[src/rtl/seg_pkg.sv]
// Shared seven-segment constants: digit glyphs, blank code, digit-map slots and BCD limits.
package seg_pkg;

  // Glyphs are {g,f,e,d,c,b,a}; dp is handled separately by the top.
  localparam logic [6:0] SEG_D0    = 7'h3F;
  localparam logic [6:0] SEG_D1    = 7'h06;
  localparam logic [6:0] SEG_D2    = 7'h5B;
  localparam logic [6:0] SEG_D3    = 7'h4F;
  localparam logic [6:0] SEG_D4    = 7'h66;
  localparam logic [6:0] SEG_D5    = 7'h6D;
  localparam logic [6:0] SEG_D6    = 7'h7D;
  localparam logic [6:0] SEG_D7    = 7'h07;
  localparam logic [6:0] SEG_D8    = 7'h7F;
  localparam logic [6:0] SEG_D9    = 7'h6F;
  localparam logic [6:0] SEG_BLANK = 7'h00;

  localparam logic [3:0] CODE_BLANK = 4'hF;

  localparam logic [3:0] BCD_MAX9 = 4'd9;
  localparam logic [3:0] BCD_MAX5 = 4'd5;

  localparam logic [2:0] IDX_S0     = 3'd0;
  localparam logic [2:0] IDX_S1     = 3'd1;
  localparam logic [2:0] IDX_M0     = 3'd2;
  localparam logic [2:0] IDX_M1     = 3'd3;
  localparam logic [2:0] IDX_SONG_U = 3'd6;
  localparam logic [2:0] IDX_SONG_T = 3'd7;

endpackage

[src/rtl/seg_decode.sv]
// BCD code to seven-segment glyph; codes 10..15 (including the blank code 15) light nothing.
module seg_decode
  import seg_pkg::*;
(
  input  logic [3:0] code_i,
  output logic [6:0] seg_o
);

  always_comb begin
    seg_o = SEG_BLANK;
    case (code_i)
      4'd0:    seg_o = SEG_D0;
      4'd1:    seg_o = SEG_D1;
      4'd2:    seg_o = SEG_D2;
      4'd3:    seg_o = SEG_D3;
      4'd4:    seg_o = SEG_D4;
      4'd5:    seg_o = SEG_D5;
      4'd6:    seg_o = SEG_D6;
      4'd7:    seg_o = SEG_D7;
      4'd8:    seg_o = SEG_D8;
      4'd9:    seg_o = SEG_D9;
      default: seg_o = SEG_BLANK;
    endcase
  end

endmodule

[src/rtl/seg_play_timer.sv]
// mm:ss BCD play timer plus song number, scanned over a bank of seven-segment digits.
// Optional macro SEG_BLINK_EN: paused non-zero timer blinks digits 0-3 once per second.
module seg_play_timer
  import seg_pkg::*;
#(
  parameter int CLK_HZ     = 100_000_000,
  parameter int SCAN_HZ    = 1000,
  parameter int DIGITS     = 8,
  parameter int ACTIVE_LOW = 0
) (
  input  logic              clk,
  input  logic              rst_n,
  input  logic              tick_1s,
  input  logic              run,
  input  logic              clear,
  input  logic [4:0]        song,
  output logic [7:0]        seg_out,
  output logic [DIGITS-1:0] seg_ctrl,
  output logic              wrap
);

  localparam int DIV = CLK_HZ / (SCAN_HZ * DIGITS);
  localparam int DW  = (DIV > 1) ? $clog2(DIV) : 1;
  localparam logic [DW-1:0]     DIV_LAST = DW'(DIV - 1);
  localparam logic [2:0]        LAST_IDX = 3'(DIGITS - 1);
  localparam logic [7:0]        SEG_OFF  = {8{ACTIVE_LOW != 0}};
  localparam logic [DIGITS-1:0] CTRL_OFF = {DIGITS{ACTIVE_LOW != 0}};

  logic [3:0] s0_q, s1_q, m0_q, m1_q;
  logic [3:0] s0_d, s1_d, m0_d, m1_d;
  logic       wrap_q, wrap_d;

  always_comb begin
    s0_d   = s0_q;
    s1_d   = s1_q;
    m0_d   = m0_q;
    m1_d   = m1_q;
    wrap_d = 1'b0;
    if (clear) begin
      s0_d = 4'd0;
      s1_d = 4'd0;
      m0_d = 4'd0;
      m1_d = 4'd0;
    end else if (tick_1s && run) begin
      if (s0_q != BCD_MAX9) s0_d = s0_q + 4'd1;
      else begin
        s0_d = 4'd0;
        if (s1_q != BCD_MAX5) s1_d = s1_q + 4'd1;
        else begin
          s1_d = 4'd0;
          if (m0_q != BCD_MAX9) m0_d = m0_q + 4'd1;
          else begin
            m0_d = 4'd0;
            if (m1_q != BCD_MAX9) m1_d = m1_q + 4'd1;
            else begin
              m1_d   = 4'd0;
              wrap_d = 1'b1;
            end
          end
        end
      end
    end
  end

  always_ff @(posedge clk or negedge rst_n) begin
    if (!rst_n) begin
      s0_q   <= 4'd0;
      s1_q   <= 4'd0;
      m0_q   <= 4'd0;
      m1_q   <= 4'd0;
      wrap_q <= 1'b0;
    end else begin
      s0_q   <= s0_d;
      s1_q   <= s1_d;
      m0_q   <= m0_d;
      m1_q   <= m1_d;
      wrap_q <= wrap_d;
    end
  end

  logic blank_time;
`ifdef SEG_BLINK_EN
  logic blink_q;
  logic timer_nz;
  assign timer_nz = |{s0_q, s1_q, m0_q, m1_q};
  always_ff @(posedge clk or negedge rst_n) begin
    if (!rst_n)                    blink_q <= 1'b0;
    else if (run || clear)         blink_q <= 1'b0;
    else if (tick_1s && timer_nz)  blink_q <= ~blink_q;
  end
  assign blank_time = blink_q;
`else
  assign blank_time = 1'b0;
`endif

  // Song index 0..31 split into tens/units by range compare rather than a divider.
  logic [3:0] song_tens, song_units;
  logic [4:0] song_rem;
  always_comb begin
    song_tens = 4'd0;
    song_rem  = song;
    if (song >= 5'd30)      begin song_tens = 4'd3; song_rem = song - 5'd30; end
    else if (song >= 5'd20) begin song_tens = 4'd2; song_rem = song - 5'd20; end
    else if (song >= 5'd10) begin song_tens = 4'd1; song_rem = song - 5'd10; end
    song_units = song_rem[3:0];
  end

  logic [DW-1:0] dwell_q;
  logic [2:0]    scan_idx_q;

  always_ff @(posedge clk or negedge rst_n) begin
    if (!rst_n) begin
      dwell_q    <= '0;
      scan_idx_q <= 3'd0;
    end else if (dwell_q == DIV_LAST) begin
      dwell_q    <= '0;
      scan_idx_q <= (scan_idx_q == LAST_IDX) ? 3'd0 : scan_idx_q + 3'd1;
    end else begin
      dwell_q <= dwell_q + DW'(1);
    end
  end

  logic [3:0] code;
  logic       dp;
  always_comb begin
    code = CODE_BLANK;
    dp   = 1'b0;
    case (scan_idx_q)
      IDX_S0:     code = s0_q;
      IDX_S1:     code = s1_q;
      IDX_M0:     begin code = m0_q; dp = 1'b1; end
      IDX_M1:     code = m1_q;
      IDX_SONG_U: code = song_units;
      IDX_SONG_T: code = (song_tens == 4'd0) ? CODE_BLANK : song_tens;
      default:    code = CODE_BLANK;
    endcase
    if ((blank_time && scan_idx_q <= IDX_M1) || int'(scan_idx_q) >= DIGITS) begin
      code = CODE_BLANK;
      dp   = 1'b0;
    end
  end

  logic [6:0] seg7;
  seg_decode u_decode (
    .code_i (code),
    .seg_o  (seg7)
  );

  logic [DIGITS-1:0] onehot;
  assign onehot = {{(DIGITS-1){1'b0}}, 1'b1} << scan_idx_q;

  // Segment and enable are registered together so a digit never shows its neighbour's glyph.
  logic [7:0]        seg_out_q;
  logic [DIGITS-1:0] seg_ctrl_q;
  always_ff @(posedge clk or negedge rst_n) begin
    if (!rst_n) begin
      seg_out_q  <= SEG_OFF;
      seg_ctrl_q <= CTRL_OFF;
    end else begin
      seg_out_q  <= {dp, seg7} ^ SEG_OFF;
      seg_ctrl_q <= onehot ^ CTRL_OFF;
    end
  end

  assign seg_out  = seg_out_q;
  assign seg_ctrl = seg_ctrl_q;
  assign wrap     = wrap_q;

endmodule

[config.mk]
export PLATFORM = sky130hd
export DESIGN_NAME = seg_play_timer
export DESIGN_NICKNAME = d
export VERILOG_FILES = /design/src/rtl/seg_pkg.sv /design/src/rtl/seg_decode.sv /design/src/rtl/seg_play_timer.sv
export SDC_FILE = /design/constraint.sdc
export NUM_CORES = 1
export LEC_CHECK = 0
export CORE_MARGIN = 2
export CORE_UTILIZATION = 30
export CTS_BUF_LIST = sky130_fd_sc_hd__clkbuf_16
export CTS_CLUSTER_DIAMETER = 60
export CTS_CLUSTER_SIZE = 10
export DETAILED_ROUTE_END_ITERATION = 10
export PLACE_DENSITY = 0.51
export SETUP_SLACK_MARGIN = 0.02
export SYNTH_ARGS = -nofsm -noshare
export SYNTH_HDL_FRONTEND = slang
export SYNTH_SLANG_ARGS = --single-unit
[constraint.sdc]
create_clock -name clk -period 3.4 [get_ports clk]
set_input_delay 0.85 -clock clk [delete_from_list [all_inputs] [get_ports clk]]
set_output_delay 0.85 -clock clk [all_outputs]
set_load 0.1 [all_outputs]
=== After elaboration in Yosys (flattened, before gate mapping) ===
Memory sizes are Yosys's and may differ from the RTL's. A register that Yosys moved wholly into a read port is not among the register bits.
Index checks and enable logic that the tools add are counted.

* $add $sub $neg: 9
* $lt $le $gt $ge: 3
* Eq/ne operators: 13
* Shift-type cells: 1
* Muxes and demuxes: 35
* Reduce and logical (&&, ||, !) cells: 8

{| class="wikitable"
|+ Operators with widths
! kind !! number
|-
| two-way mux 4 bit || 22
|-
| one-hot mux 4 bit (6 select lines) || 1
|-
| adder 4 x 1 -> 4 bit, second input constant || 4
|-
| adder 14 x 1 -> 14 bit, second input constant || 1
|-
| == test 14 bit, second input constant || 1
|-
| two-way mux 14 bit || 1
|-
| inequality test 4 bit, second input constant || 3
|-
| greater-or-equal comparator 5 bit, second input constant || 2
|-
| two-way mux 1 bit || 8
|-
| left shift 1 x 3 -> 8 bit, first input constant || 1
|-
| subtractor 4 bit, second input constant || 2
|-
| == test 3 x 2 -> 1 bit, second input constant || 2
|-
| == test 3 bit, second input constant || 2
|-
| inequality test 2 bit, second input constant || 3
|-
| greater-or-equal comparator 5 x 4 -> 1 bit, second input constant || 1
|-
| logical NOT 4 bit || 1
|-
| two-way mux 2 bit || 2
|-
| inequality test 4 x 3 -> 1 bit, second input constant || 1
|-
| AND reduction 4 bit || 1
|-
| subtractor 4 x 3 -> 4 bit, second input constant || 1
|-
| adder 3 x 1 -> 3 bit, second input constant || 1
|-
| == test 3 x 1 -> 1 bit, second input constant || 1
|-
| logical NOT 3 bit || 1
|-
| two-way mux 3 bit || 1
|-
| 5 further kinds || 5
|}

* Bits in registers: 50
* Memory bits (read-only): 112
* Input port bits: 10
* Output and inout bits: 17
* Word-level logic and storage cells: 79
* Memories: 1

{| class="wikitable"
|+ Memories
! name !! words !! width !! rd ports !! clocked after Yosys merged registers in !! wr ports !! RTL line !! text
|-
| (no name shown) || 16 || 7 || 1 || 1 || 0 || seg_decode.sv:11 || <nowiki>case (code_i)</nowiki>
|}

=== Longest topological paths before layout ===
* Depth in word-level cells: 7
* Mapped depth: 12
* Gate-level depth less buffers: 12

=== Modules after synthesis ===
From an unflattened synthesis, not the netlist that was laid out.

* Cells, all modules: 280
* Area total of the unflattened synthesis: 2775.2 um^2

{| class="wikitable"
|+ By module, submodules not included
! module !! instances !! cells each !! area each (um^2) !! sequential area each (um^2)
|-
| seg_play_timer || 1 || 252 || 2556.2 || 1226.2
|-
| seg_decode || 1 || 28 || 219.0 || 0.0
|}

=== Least setup slack after synthesis ===
No wires, ideal clock.

* Kind: input -> register
* Start: input port song[1]
* End: register seg_out_q[1], in the netlist seg_out[1]
* Setup time: 0.122 ns
* Arrival time: 2.596 ns
* Data required time: 3.278 ns
* Slack: 0.682 ns
* Cell stages on the path: 11
* Path buffers: 0
* Path through: inv_1 -> ha_1 -> nor2b_1 -> nor3_2 -> a21o_1 -> a311o_1 -> a21oi_4 -> inv_2 -> ha_1 -> inv_1 -> o2bb2ai_1

* Word-level cells in the longest chain between the ends: 7
* Elaborated cells on any way between the ends: 15
* Classes of those cells: add/sub: 3; order compare: 3; mux: 8; reduce/logical: 1

{| class="wikitable"
|+ RTL lines
! item !! RTL line !! text
|-
| from (decl) || seg_play_timer.sv:16 || <nowiki>input logic [4:0] song,</nowiki>
|-
| greater-or-equal comparator 5 x 4 -> 1 bit || seg_play_timer.sv:104 || <nowiki>else if (song >= 5'd10) begin song_tens = 4'd1; song_rem = song - 5'd10; end</nowiki>
|-
| two-way mux 1 bit || seg_play_timer.sv:104 ||
|-
| two-way mux 2 bit || seg_play_timer.sv:103 || <nowiki>else if (song >= 5'd20) begin song_tens = 4'd2; song_rem = song - 5'd20; end</nowiki>
|-
| two-way mux 2 bit || seg_play_timer.sv:102 || <nowiki>if (song >= 5'd30) begin song_tens = 4'd3; song_rem = song - 5'd30; end</nowiki>
|-
| logical NOT 4 bit || seg_play_timer.sv:134 || <nowiki>IDX_SONG_T: code = (song_tens == 4'd0) ? CODE_BLANK : song_tens;</nowiki>
|-
| two-way mux 4 bit || seg_play_timer.sv:134 ||
|-
| one-hot mux 4 bit (6 select lines) (*) || seg_play_timer.sv:128 || <nowiki>case (scan_idx_q)</nowiki>
|-
| to (decl) || seg_play_timer.sv:153 || <nowiki>logic [7:0] seg_out_q;</nowiki>
|}

Every way passes the cells marked *; elsewhere a longest branch is shown, timed or not.
A chain may end at the register's enable or synchronous reset.

=== Final worst setup path ===
* Start: input port song[2]
* End: register seg_out_q[3], in the netlist seg_out[3]

The elaborated chain is that of the path after synthesis.

==> results.json <==
{
  "drcViolationCount": 0,
  "power.leakage_nw": 1.54,
  "io_pins": 27,
  "synth_area_per_cell_um2": 9.93,
  "synth-seq-cells": 49,
  "clock_latency_ps": 280,
  "grt_use_met3_pct": 2.04,
  "yosys_most_used_dff": "dfrtp_1",
  "area_growth_pct": 21.2,
  "synth_top_area_share_pct": 44.7,
  "final_common_cell": "dfrtp_1",
  "ys_async_sr_fraction_pct": 100,
  "numPortBuffers": 26,
  "wire_per_inst_um": 13.1,
  "power_mw": 1.29,
  "final_antenna_net_count": 0,
  "seq_area_frac_synth_pct": 44.7,
  "grt_pass1_wl_um": 9560,
  "grt_pass1_vias": 2006,
  "startpoint": "song[2]",
  "die_w_um": 99.6,
  "initial_core_util_pct": 31.1,
  "synth_warnings": 0,
  "ff2ff_setup_slack_ps": 820,
  "drive_above_1_share_pct": 15.5,
  "antennaDiodeCount": 0,
  "clockBufferDepth": 2,
  "cts_setup_buffers": 0,
  "hold_slack_ps": 487,
  "cp-endpoint": "seg_out[3]",
  "synthCells": 276,
  "powerDensity_mw_per_mm2": 389,
  "place_congestion": 0.819,
  "cts_max_level": 2,
  "slew_viol_final": 0,
  "postCtsHoldBufs": 0,
  "rsz0062_at_grt": "false",
  "cp.required_ps": 3600,
  "grt.overflow.total": 0,
  "synth.distinct_cells": 50,
  "wl_um": 5550,
  "via_per_inst": 4.88,
  "placedCellCount": 416,
  "cp-start-kind": "input pin",
  "cts_buffers": 5,
  "instances_no_fill": 424,
  "root_buffer": "clkbuf_16",
  "setup_viol_count_final": 0,
  "crit_path_max_fanout": 5,
  "netlist_area_mm2": 0.00274,
  "final_nets": 349,
  "synthTopCellsByArea": "dfrtp_1 45%, ha_1 11%, nor2_1 3.7%",
  "grtUsageTotal_pct": 11.9,
  "relSlewSlack_pct": 68.3,
  "outcome": "completed",
  "grt_max_degree": 19,
  "clk_pin_slew_ps": 60,
  "cp-end-kind": "register",
  "synth_edf_count": 0,
  "firstDrtPassIters": 4,
  "mostFrequentLayoutCells": "49 x dfrtp_1, 30 x buf_4, 27 x nor2_1, 24 x ha_1, 22 x nand2_1",
  "met2_usage_pct": 19.1,
  "ir_drop_mv": 0.208,
  "hold_viol_final": 0,
  "via_count": 2068,
  "fin_crit_ps": 3070,
  "dieArea_mm2": 0.00992,
  "design_area_mm2": 0.00332,
  "fin_tns_setup_ps": 0,
  "place_area_mm2": 0.00315,
  "finClkSkew_ps": 3.33,
  "synthesis.nets": 310,
  "period_share_pct": 90.2,
  "cp.arrival_ps": 3270,
  "preCtsSetupSlack_ps": 32.5,
  "std_cell_rows": 34,
  "die_y_um": 99.6,
  "core_mm2": 0.00881,
  "cts_tree": "done",
  "r2r_cells": 13,
  "postCtsResizedCells": 0,
  "r2r-start": "scan_idx_q[0]",
  "drt_first_iter_violations": 87,
  "antenna_found_initial": 0,
  "clock_sinks": 49,
  "fmax_mhz": 326,
  "post-route-util_pct": 37.7,
  "criticalPathCategory": "input pin to register",
  "dp.final_hpwl_um": 4180,
  "worstMarginPinSlew_ps": 475,
  "drv_cap": 0,
  "synth_top_cell_by_area": "dfrtp_1",
  "use_met1_pct": 16.2,
  "grt_busiest_layer": "met2",
  "r2r_end": "seg_out[0]",
  "fin_ws_ps": 335,
  "holdCritPathClass": "input pin to async pin"
}
-- power breakdown --
group / leakage (nW) / internal (mW) / switching (mW) / total, mW
combinational: 0.816 / 0.0455 / 0.0877 / 0.133
sequential: 0.634 / 0.594 / 0.0118 / 0.605
clock: 0.0852 / 0.346 / 0.207 / 0.553
total: 1.54 / 0.985 / 0.307 / 1.29
-- critical path, stage by stage --
cell             delay [ps]
clkdlybuf4s50_1         550
inv_1                   100
ha_1                    220
nor2b_1                 190
nor3_2                   60
a21o_1                  200
a311o_1                 350
a21oi_4                 180
inv_2                    80
ha_1                    270
inv_1                    50
o22ai_1                 160
-- logic make-up (layout without fill, tap and decap cells) --
kind of cell,after synthesis,in the layout,share of synthesized area (%)
compound gates,54,54,14.2
buf+inv,23,63,3.38
xor+xnor,16,16,5.11
simple gates,102,102,18.6
fa+ha+maj,24,24,11.0
mux,8,8,3.06
flops,49,49,44.7
-- layout make-up --
| type | count | area, um2 |
|---|---|---|
| inverter | 16 | 60.1 |
| sequential | 49 | 1230 |
| multi-input combinational | 204 | 1420 |
| clock inverter | 3 | 42.5 |
| tap | 108 | 135 |
| clock buffer | 5 | 125 |
| fill | 864 | 5480 |
| timing repair buffer | 39 | 310 |
-- registers in the layout, indices dropped and copies added, names as in the netlist --
register / flops
m0_q: 4
s0_q: 4
m1_q: 4
wrap: 1
scan_idx_q: 3
dwell_q: 14
seg_out: 7
s1_q: 4
seg_ctrl: 8
-- synthesized netlist by cell type (all sizes together), types with 6 or more instances --
| cell | instances |
|---|---|
| xnor2 | 6 |
| nand2 | 22 |
| nand3 | 12 |
| xor2 | 10 |
| a21oi | 17 |
| inv | 16 |
| ha | 24 |
| nor2b | 7 |
| nor2 | 27 |
| o21ai | 10 |
| nor3 | 11 |
| dfrtp | 49 |
-- worst min-delay path by stage --
stage	start	to	slack (ps)	depth (start not counted)
after floorplan	dwell_q[0]	dwell_q[0]	450	1
after global placement	dwell_q[0]	dwell_q[0]	480	1
after detailed placement	dwell_q[8]	dwell_q[8]	490	1
after CTS	rst_n	seg_ctrl[6]	490	1
after global routing	rst_n	seg_ctrl[6]	500	1
final	rst_n	s1_q[0]	490	1
-- per-layer routing --
layer	part of all wire [%]	wire length, um
met5	0	0
met4	0.86	48
met3	1.6	89
met2	46	2530
met1	52	2890
(Power assumes the default switching activity.)
